### config.mk
export PLATFORM = sky130hd
export DESIGN_NAME = core_scheduler
export DESIGN_NICKNAME = d
export VERILOG_FILES = /design/src/rtl/core_scheduler.sv
export SDC_FILE = /design/constraint.sdc
export NUM_CORES = 1
export LEC_CHECK = 0
export ABC_AREA = 1
export BUFFER_PORTS_ARGS = -buffer_cell sky130_fd_sc_hd__buf_2
export CAP_MARGIN = 10
export CORE_ASPECT_RATIO = 0.9
export CORE_UTILIZATION = 36
export CTS_CLUSTER_DIAMETER = 60
export CTS_CLUSTER_SIZE = 12
export DETAILED_ROUTE_END_ITERATION = 8
export PLACE_DENSITY = 0.63
export SETUP_SLACK_MARGIN = 0.5
export SYNTH_ARGS = -nofsm -noshare
export SYNTH_HDL_FRONTEND = slang
export SYNTH_SLANG_ARGS = --single-unit
### constraint.sdc
create_clock -name clk -period 1.8 [get_ports clk]
set_clock_uncertainty 0.1 [all_clocks]
set_input_delay 0.36 -clock clk [delete_from_list [all_inputs] [get_ports clk]]
set_output_delay 0.36 -clock clk [all_outputs]
set_load 0.02 [all_outputs]
### src/rtl/core_scheduler.sv
// Per-core control FSM: sequences a thread block through FETCH..UPDATE, owns the shared PC.
// Optional macro DIVERGE_CHECK_EN adds a sticky flag for lanes whose next PC disagrees.
module core_scheduler #(
    parameter int THREADS_PER_BLOCK = 4,
    parameter int PC_WIDTH          = 8,
    parameter int RETIRE_WIDTH      = 16
) (
    input  logic                                  clk,
    input  logic                                  reset,
    input  logic                                  start,
    input  logic [$clog2(THREADS_PER_BLOCK):0]    thread_count,
    input  logic [2:0]                            fetcher_state,
    input  logic [2*THREADS_PER_BLOCK-1:0]        lsu_state,
    input  logic                                  decoded_ret,
    input  logic [PC_WIDTH*THREADS_PER_BLOCK-1:0] next_pc,
    output logic [2:0]                            core_state,
    output logic [PC_WIDTH-1:0]                   current_pc,
    output logic                                  done,
    output logic [RETIRE_WIDTH-1:0]               retired,
    output logic                                  diverged
);
    localparam int TC_W  = $clog2(THREADS_PER_BLOCK) + 1;
    localparam int IDX_W = (THREADS_PER_BLOCK > 1) ? $clog2(THREADS_PER_BLOCK) : 1;
    localparam logic [2:0] FETCHER_FETCHED = 3'b010;

    typedef enum logic [2:0] {
        S_IDLE    = 3'b000,
        S_FETCH   = 3'b001,
        S_DECODE  = 3'b010,
        S_REQUEST = 3'b011,
        S_WAIT    = 3'b100,
        S_EXECUTE = 3'b101,
        S_UPDATE  = 3'b110,
        S_DONE    = 3'b111
    } state_t;

    state_t                   state_reg, state_next;
    logic [PC_WIDTH-1:0]      pc_reg, pc_next;
    logic                     done_reg, done_next;
    logic [RETIRE_WIDTH-1:0]  retired_reg, retired_next;

    logic [THREADS_PER_BLOCK-1:0] lane_active;
    logic [THREADS_PER_BLOCK-1:0] lane_busy;
    logic [PC_WIDTH-1:0]          lane_pc [THREADS_PER_BLOCK];
    logic [IDX_W-1:0]             lead_idx;
    logic [PC_WIDTH-1:0]          lead_pc;
    logic                         start_go;

    // REQUESTING (01) and WAITING (10) are the only stalling encodings: bits differ.
    generate
        for (genvar gi = 0; gi < THREADS_PER_BLOCK; gi++) begin : g_lane
            assign lane_active[gi] = (TC_W'(gi) < thread_count);
            assign lane_busy[gi]   = lane_active[gi] &&
                                     (lsu_state[2*gi+1] ^ lsu_state[2*gi]);
            assign lane_pc[gi]     = next_pc[PC_WIDTH*gi +: PC_WIDTH];
        end
    endgenerate

    // Highest active lane supplies the shared PC; clamp out-of-range counts.
    always_comb begin
        lead_idx = '0;
        if (thread_count > TC_W'(THREADS_PER_BLOCK))
            lead_idx = IDX_W'(THREADS_PER_BLOCK - 1);
        else if (thread_count != '0)
            lead_idx = IDX_W'(thread_count - TC_W'(1));
    end
    assign lead_pc  = lane_pc[lead_idx];
    assign start_go = start && (thread_count != '0);

    always_ff @(posedge clk) begin
        if (reset) begin
            state_reg   <= S_IDLE;
            pc_reg      <= '0;
            done_reg    <= 1'b0;
            retired_reg <= '0;
        end else begin
            state_reg   <= state_next;
            pc_reg      <= pc_next;
            done_reg    <= done_next;
            retired_reg <= retired_next;
        end
    end

    always_comb begin
        state_next   = state_reg;
        pc_next      = pc_reg;
        done_next    = done_reg;
        retired_next = retired_reg;
        case (state_reg)
            S_IDLE: begin
                if (start_go) begin
                    state_next   = S_FETCH;
                    pc_next      = '0;
                    retired_next = '0;
                end else if (start) begin
                    state_next = S_DONE;
                    done_next  = 1'b1;
                end
            end
            S_FETCH:   if (fetcher_state == FETCHER_FETCHED) state_next = S_DECODE;
            S_DECODE:  state_next = S_REQUEST;
            S_REQUEST: state_next = S_WAIT;
            S_WAIT:    if (lane_busy == '0) state_next = S_EXECUTE;
            S_EXECUTE: state_next = S_UPDATE;
            S_UPDATE: begin
                if (retired_reg != '1)
                    retired_next = retired_reg + 1'b1;
                if (decoded_ret) begin
                    state_next = S_DONE;
                    done_next  = 1'b1;
                end else begin
                    state_next = S_FETCH;
                    pc_next    = lead_pc;
                end
            end
            S_DONE:    done_next = 1'b1;
            default:   state_next = S_IDLE;
        endcase
    end

    assign core_state = state_reg;
    assign current_pc = pc_reg;
    assign done       = done_reg;
    assign retired    = retired_reg;

`ifdef DIVERGE_CHECK_EN
    logic                         div_reg, div_next;
    logic [THREADS_PER_BLOCK-1:0] lane_diff;

    generate
        for (genvar gi = 0; gi < THREADS_PER_BLOCK; gi++) begin : g_div
            assign lane_diff[gi] = lane_active[gi] && (lane_pc[gi] != lead_pc);
        end
    endgenerate

    always_ff @(posedge clk) begin
        if (reset) div_reg <= 1'b0;
        else       div_reg <= div_next;
    end

    // Sticky within a block; a fresh start clears it.
    always_comb begin
        div_next = div_reg;
        if (state_reg == S_IDLE && start_go)
            div_next = 1'b0;
        else if (state_reg == S_UPDATE && !decoded_ret && lane_diff != '0)
            div_next = 1'b1;
    end

    assign diverged = div_reg;
`else
    assign diverged = 1'b0;
`endif

endmodule

==> results of run 1 <==
==> per-layer routing <==
| metal | share of wire | global-route usage | routed length, um | vias up |
|---|---|---|---|---|
| li1 | - | - | - | 1312 |
| met4 | 0.017 | 0.0485 | 125 | 0 |
| met3 | 0.042 | 0.0440 | 300 | 15 |
| met5 | 0 | 0 | 0 | - |
| met2 | 0.51 | 0.406 | 3650 | 66 |
| met1 | 0.43 | 0.297 | 3100 | 1226 |
==> worst paths after layout <==
| path | start | to | cells after the start |
|---|---|---|---|
| hold reg to reg | current_pc[0] | current_pc[0] | 2 |
| hold / removal | reset | core_state[2] | 4 |
| setup / recovery | retired[0] | retired[3] | 11 |
| setup reg to reg | retired[0] | retired[3] | 11 |
==> layout by cell type (no fill, tap or decap), drive strengths merged <==
cell	instances
buf	129
nand2	86
nor2	61
inv	38
a21oi	28
dfxtp	28
o21ai	26
nand3	26
o22ai	8
o21bai	4
clkbuf	4
nor3	4
nand4	3
or2	2
clkinvlp	1
clkinv	1
xor2	1
o221ai	1
ha	1
conb	1
==> cell families after synthesis <==
logic type | count (synthesis)
AOI/OAI and AO/OA | 67
xor gates and xnor gates | 1
adders and majority gates | 1
buffers and inverters | 46
DFF | 28
other | 1
and+or+nand+nor | 181
==> stage by stage <==
stage               setup WS (ps)  hold slack (ps)
CTS                           270              243
finish                        269              244
detailed placement            141              339
global placement              165              336
global route                  168              282
floorplan                     296              398
==> worst max-delay path, cell delays in order (launching register included) <==
cell      delay [ps]
dfxtp_4          380
ha_4             170
nand3_4           70
inv_4             50
nand2_4           70
clkinv_4          60
nand3_4           90
nand2_8           90
buf_12           150
o21bai_1         120
inv_1             60
nor2_2            70
==> power by group through the flow <==
stage / clock (W) / sequential, W / combinational [W]
finish: 0.000415 / 0.000770 / 0.00166
global route: 0.000442 / 0.000776 / 0.00179
CTS: 0.000420 / 0.000758 / 0.00124
detailed placement: 0 / 0.000778 / 0.000890
global placement: 0 / 0.000779 / 0.000880
floorplan: 0 / 0.000834 / 0.000603
==> timing repair <==
item | 4_1_cts | 5_1_grt
resized for setup | 71 | 62
setup buffers | 29 | 15
endpoints found under the setup margin | 45 | 48
pin swaps | 23 | 33
gates cloned | 1 | 0
==> synthesized netlist by cell type, types with 2 or more instances <==
master / n / share of area
a21oi_1: 24 / 0.061
a21oi_2: 4 / 0.018
buf_2: 2 / 0.0051
clkbuf_1: 2 / 0.0038
dfxtp_1: 28 / 0.29
inv_1: 35 / 0.067
inv_2: 4 / 0.0077
nand2_1: 79 / 0.15
nand2_2: 5 / 0.016
nand2_4: 2 / 0.012
nand3_1: 25 / 0.064
nand4_1: 3 / 0.0096
nor2_1: 54 / 0.10
nor2_2: 5 / 0.016
nor3_1: 4 / 0.010
o21ai_0: 23 / 0.059
o21ai_1: 2 / 0.0051
o21bai_1: 4 / 0.015
o22ai_1: 8 / 0.026
or2_2: 2 / 0.0064
==> cell type report <==
class	instances	area [um2]
inverters	40	164
multi-input cells	252	1550
flip-flops and latches	28	612
clock buffers	4	55.1
fillers	440	1830
well taps	67	83.8
repair buffers	129	958
==> flow_metrics.py, run 1 <==
metrics = {
    "run_status": {
        "status": "complete, no violations",
    },
    "floorplanning": {
        "core_mm2": 0.00526,
        "die_area_mm2": 0.00573,
        "die_x_um": 79.7,
        "std_cell_rows": 25,
        "initial_core_util": 0.372,
        "die_y_um": 71.9,
        "io_pins": 79,
    },
    "routing": {
        "first_pass_iters": 5,
        "wl_per_cell_um": 13.8,
        "vias": 2619,
        "drc": 0,
        "ant_nets": 0,
        "wl_um": 7180,
        "drt_iter0_markers": 118,
        "vias_per_cell": 5.04,
    },
    "setup_path": {
        "path_class": "reg -> reg",
        "arrival_ps": 1660,
        "worst-path-max-fanout": 8,
        "startpoint_type": "flip-flop",
        "r2r_slack_ps": 270,
        "worst_ep_required_time_ps": 1930,
        "cp-end-kind": "flip-flop",
    },
    "logic_synthesis": {
        "async_flop_share": 0,
        "ys_types": 30,
        "ys.flop_type": "dfxtp_1",
        "synth_top_family_by_area": "simple AND/OR/NAND/NOR gates",
        "synthSimpleGateAreaFrac": 0.404,
        "synthesis.area_mm2": 0.00196,
        "yosysSeqAreaShare": 0.287,
        "synth_mux_area_frac": 0,
        "synth_seq_cells": 28,
        "synth_xor_xnor_area_share": 0.00448,
        "synth_fp_nets": 376,
        "synth_fa_ha_area_frac": 0.00640,
        "syn_inst": 325,
        "yosysWarnings": 0,
        "synth-edff-count": 0,
        "synth_compound_area_frac": 0.197,
        "syn_area_per_cell_um2": 6.02,
    },
    "power": {
        "vdd_drop_max_v": 0.000879,
        "power_frac_seq": 0.271,
        "p_clk_frac": 0.146,
        "intPower_w": 0.00165,
        "power_w": 0.00284,
        "swShare": 0.419,
        "leakagePower_nw": 1.51,
        "combPwrFrac": 0.583,
        "p_sw_w": 0.00119,
        "power_density_mw_per_mm2": 830,
    },
    "grt": {
        "grt_max_degree": 21,
        "overflow": 0,
        "grt_pass1_wl_um": 10600,
        "grt_antenna_before_repair": 0,
        "grt.total_usage": 0.233,
        "grt_pass1_vias": 2341,
    },
    "placement": {
        "place.gp.congestion": 0.888,
        "port_buffers": 77,
        "placedCellCount": 471,
        "placed_cell_area_mm2": 0.00254,
        "dpl.hpwl_um": 4360,
    },
    "flow_run": {
        "timing.max_cap.violations": 0,
    },
    "sta": {
        "setup_viol": 0,
        "final-hold-violation-count": 0,
        "fin_crit_sh": 0.850,
        "finalSetupTns_ps": 0,
        "rsz0062_at_grt": "true",
        "max_freq_mhz": 653,
        "finalMaxSlewViolations": 0,
        "min_period_ps": 1530,
    },
    "cells_and_area": {
        "final_nets": 505,
        "drive_above_1_share": 0.519,
        "stdcell_area_mm2": 0.00342,
        "largest_register_ffs": 16,
        "layout.cells.non_filler": 520,
        "diodes": 0,
        "fin_util": 0.651,
        "syn2layout_area_growth_pct": 75.0,
    },
    "clock_network": {
        "cts-root-buf": "clkbuf_8",
        "htree_levels": 1,
        "cts_buffer_depth": 2,
        "hold_buffers": 0,
        "clock_latency_ps": 280,
        "numClockSinks": 28,
        "tritoncts": "yes",
        "cts_made_buffers": 3,
        "path_clk_slew_ps": 100,
    },
    "min_path": {
        "hp-class": "in -> reg",
    },
}
No activity file was read; power rests on OpenSTA's default activity.
==> inputs of run 2 (changes only) <==
--- a/config.mk
+++ b/config.mk
@@ -5,15 +5,14 @@
 export SDC_FILE = /design/constraint.sdc
 export NUM_CORES = 1
 export LEC_CHECK = 0
-export ABC_AREA = 1
-export BUFFER_PORTS_ARGS = -buffer_cell sky130_fd_sc_hd__buf_2
+export BUFFER_PORTS_ARGS = -buffer_cell sky130_fd_sc_hd__buf_4
 export CAP_MARGIN = 10
 export CORE_ASPECT_RATIO = 0.9
 export CORE_UTILIZATION = 36
 export CTS_CLUSTER_DIAMETER = 60
 export CTS_CLUSTER_SIZE = 12
 export DETAILED_ROUTE_END_ITERATION = 8
-export PLACE_DENSITY = 0.63
+export PLACE_DENSITY = 0.65
 export SETUP_SLACK_MARGIN = 0.5
 export SYNTH_ARGS = -nofsm -noshare
 export SYNTH_HDL_FRONTEND = slang
==> flow_metrics.py, run 2 <==
metrics = {
    "setup_path": {
        "cp-end-kind": "flip-flop",
        "worst-path-max-fanout": 5,
        "r2r_start": "retired[7]",
        "path_depth": 5,
        "path_cells": "and4_4, and3_4, nand2_1, or4_1, a21oi_1",
        "worst_ep_required_time_ps": 1900,
        "r2r_slack_ps": -30,
        "cp_top_family": "simple AND/OR/NAND/NOR gates",
        "crit_end": "retired[11]",
        "cp-startpoint": "retired[7]",
        "r2r-end": "retired[11]",
        "arrival_ps": 1930,
        "critPathSlowestCell": "or4_1",
        "reg2regPathDepth": 5,
        "slowest_delay_ps": 530,
        "path_class": "reg -> reg",
        "path_buf_inv": 0,
        "startpoint_type": "flip-flop",
    },
    "cells_and_area": {
        "syn2layout_area_growth_pct": 97.4,
        "diodes": 0,
        "stdcell_area_mm2": 0.00344,
        "layout_commonest_cell": "buf_4",
        "mostFrequentLayoutCells": "94 x buf_4, 42 x buf_6, 32 x nor2_1",
        "largest_register_ffs": 16,
        "fin_util": 0.757,
        "seqCellArea_um2": 616,
        "final_nets": 398,
        "fillers": 334,
        "multiInputGateArea_mm2": 0.00147,
        "drive_above_1_share": 0.650,
    },
    "power": {
        "power_w": 0.00214,
        "vdd_drop_max_v": 0.000442,
        "p_clk_frac": 0.184,
        "p_sw_w": 0.000742,
        "combPwrFrac": 0.499,
        "intPower_w": 0.00139,
        "swShare": 0.348,
        "power_frac_seq": 0.317,
        "leakagePower_nw": 1.43,
        "power_density_mw_per_mm2": 620,
    },
    "routing": {
        "highest_layer": "met4",
        "dr_wl_met2_um": 3350,
        "drc": 0,
        "wl_met3_um": 349,
        "wl_met1_um": 2670,
        "wl_per_cell_um": 15.8,
        "first_pass_iters": 4,
        "wl_um": 6450,
        "ant_nets": 0,
        "vias_per_cell": 5.42,
        "drt_iter0_markers": 80,
        "vias": 2211,
    },
    "flow_run": {
        "timing.max_cap.violations": 0,
    },
    "logic_synthesis": {
        "yosys.area.top_type_share": 0.321,
        "async_flop_share": 0,
        "synth_common_cells": "35 x nor2_1, 28 x dfxtp_1, 20 x a21oi_1",
        "yosysMostFrequentCell": "nor2_1",
        "synth_seq_cells": 28,
        "yosysTopAreaCell": "dfxtp_1",
        "synth_area_leaders": "dfxtp_1 32%, nor2_1 7.5%, a21oi_1 5.7%, mux2i_1 4.6%, a2bb2oi_1 4.5%",
        "synth-edff-count": 0,
        "yosysWarnings": 0,
        "synth_fp_nets": 267,
        "ys_types": 47,
        "synthesis.area_mm2": 0.00174,
        "ys.flop_type": "dfxtp_1",
        "yosysSeqAreaShare": 0.321,
        "syn_inst": 216,
        "syn_area_per_cell_um2": 8.07,
    },
    "sta": {
        "whs_ps": 253,
        "max_freq_mhz": 546,
        "final-hold-violation-count": 0,
        "fin_crit_sh": 1.02,
        "min_period_ps": 1830,
        "finalMaxSlewViolations": 0,
        "setup_viol": 2,
        "rsz0062_at_grt": "true",
        "fin_ws_ps": -32.0,
    },
    "clock_network": {
        "path_clk_slew_ps": 90,
        "cts_made_buffers": 3,
        "numClockSinks": 28,
        "cts_buffer_depth": 2,
        "cts-root-buf": "clkbuf_8",
        "tritoncts": "yes",
        "htree_levels": 1,
        "clock_latency_ps": 280,
    },
    "grt": {
        "grt.total_usage": 0.240,
        "overflow": 0,
        "grt_antenna_before_repair": 0,
        "grt_pass1_wl_um": 9380,
        "grt_max_degree": 19,
        "grt_pass1_vias": 2043,
    },
    "run_status": {
        "status": "finished, violations left",
        "violations": "negative setup slack",
    },
    "min_path": {
        "hp-class": "in -> reg",
    },
    "placement": {
        "dpl.hpwl_um": 4110,
        "port_buffers": 77,
        "place.gp.congestion": 0.766,
        "placed_cell_area_mm2": 0.00276,
    },
    "floorplanning": {
        "initial_core_util": 0.384,
        "die_area_mm2": 0.00513,
        "core_mm2": 0.00455,
        "die_y_um": 68.0,
        "std_cell_rows": 23,
        "io_pins": 79,
        "die_x_um": 75.4,
    },
}
run 2: changes by cell type in the layout (fill, tap and decap cells not counted), moves of 15 or more:
| cell | before | now |
|---|---|---|
| buf_2 | 59 | 0 |
| inv_1 | 30 | 3 |
| o21ai_0 | 18 | 3 |
| nor2_1 | 48 | 32 |
| buf_4 | 38 | 94 |
| nand2_1 | 65 | 8 |
run 2: layout make-up:
| cell class | count | area share |
|---|---|---|
| clock buffers | 4 | 0.0160 |
| multi-input cells | 172 | 0.427 |
| inverters | 4 | 0.00436 |
| well taps | 62 | 0.0225 |
| flip-flops and latches | 28 | 0.179 |
| repair buffers | 138 | 0.351 |
run 2: what timing repair did:
action | in CTS | in global routing
endpoints found under the setup margin | 41 | 44
setup buffers | 19 | 8
hold buffers | 0 | 0
gates resized for setup | 56 | 48
cloned | 2 | 0
pin swaps | 34 | 28
run 2: logic make-up after synthesis:
logic type,synth area share
adder cells (fa/ha/maj),0.00717
AO/OA/AOI/OAI,0.305
multiplexers,0.0459
buffers and inverters,0.0459
flip-flops,0.321
XOR/XNOR,0.0502
AND/OR/NAND/NOR,0.222
other,0.00215
run 2: layer usage:
metal,up-vias,track usage
met4,0,0.0556
met1,1062,0.300
met2,69,0.421
met3,10,0.0515
met5,-,0
li1,1070,-
run 2: worst reg2reg max path: stages (launching register included):
cell and delay [ps]:
dfxtp_4 360, and4_4 290, and3_4 220, nand2_1 80, or4_1 530, a21oi_1 180
run 2: through the flow:
step | std cells | setup WS [ps] | setup TNS, ps
6_report | 408 | -32.0 | -37.3
2_1_floorplan | 216 | -55.1 | -88.2
4_1_cts | 400 | 43.8 | 0
3_5_place_dp | 375 | -33.7 | -63.8
5_1_grt | 408 | -142 | -388
3_3_place_gp | 375 | 14.6 | 0
run 2: worst min-delay path by stage:
stage	startpoint	endpoint	slack, ps	depth (start not counted)
global route	reset	retired[0]	260	2
CTS	decoded_ret	core_state[2]	240	3
finish	reset	retired[0]	250	2
global placement	done	done	360	2
detailed placement	done	done	390	2
floorplan	reset	retired[0]	320	1
run 2: power groups by stage:
| stage | combinational (W) | sequential, W | clock (W) |
|---|---|---|---|
| global route | 0.00113 | 0.000681 | 0.000416 |
| CTS | 0.000966 | 0.000679 | 0.000401 |
| floorplan | 0.000429 | 0.000729 | 0 |
| finish | 0.00107 | 0.000677 | 0.000393 |
| global placement | 0.000717 | 0.000689 | 0 |
| detailed placement | 0.000724 | 0.000691 | 0 |
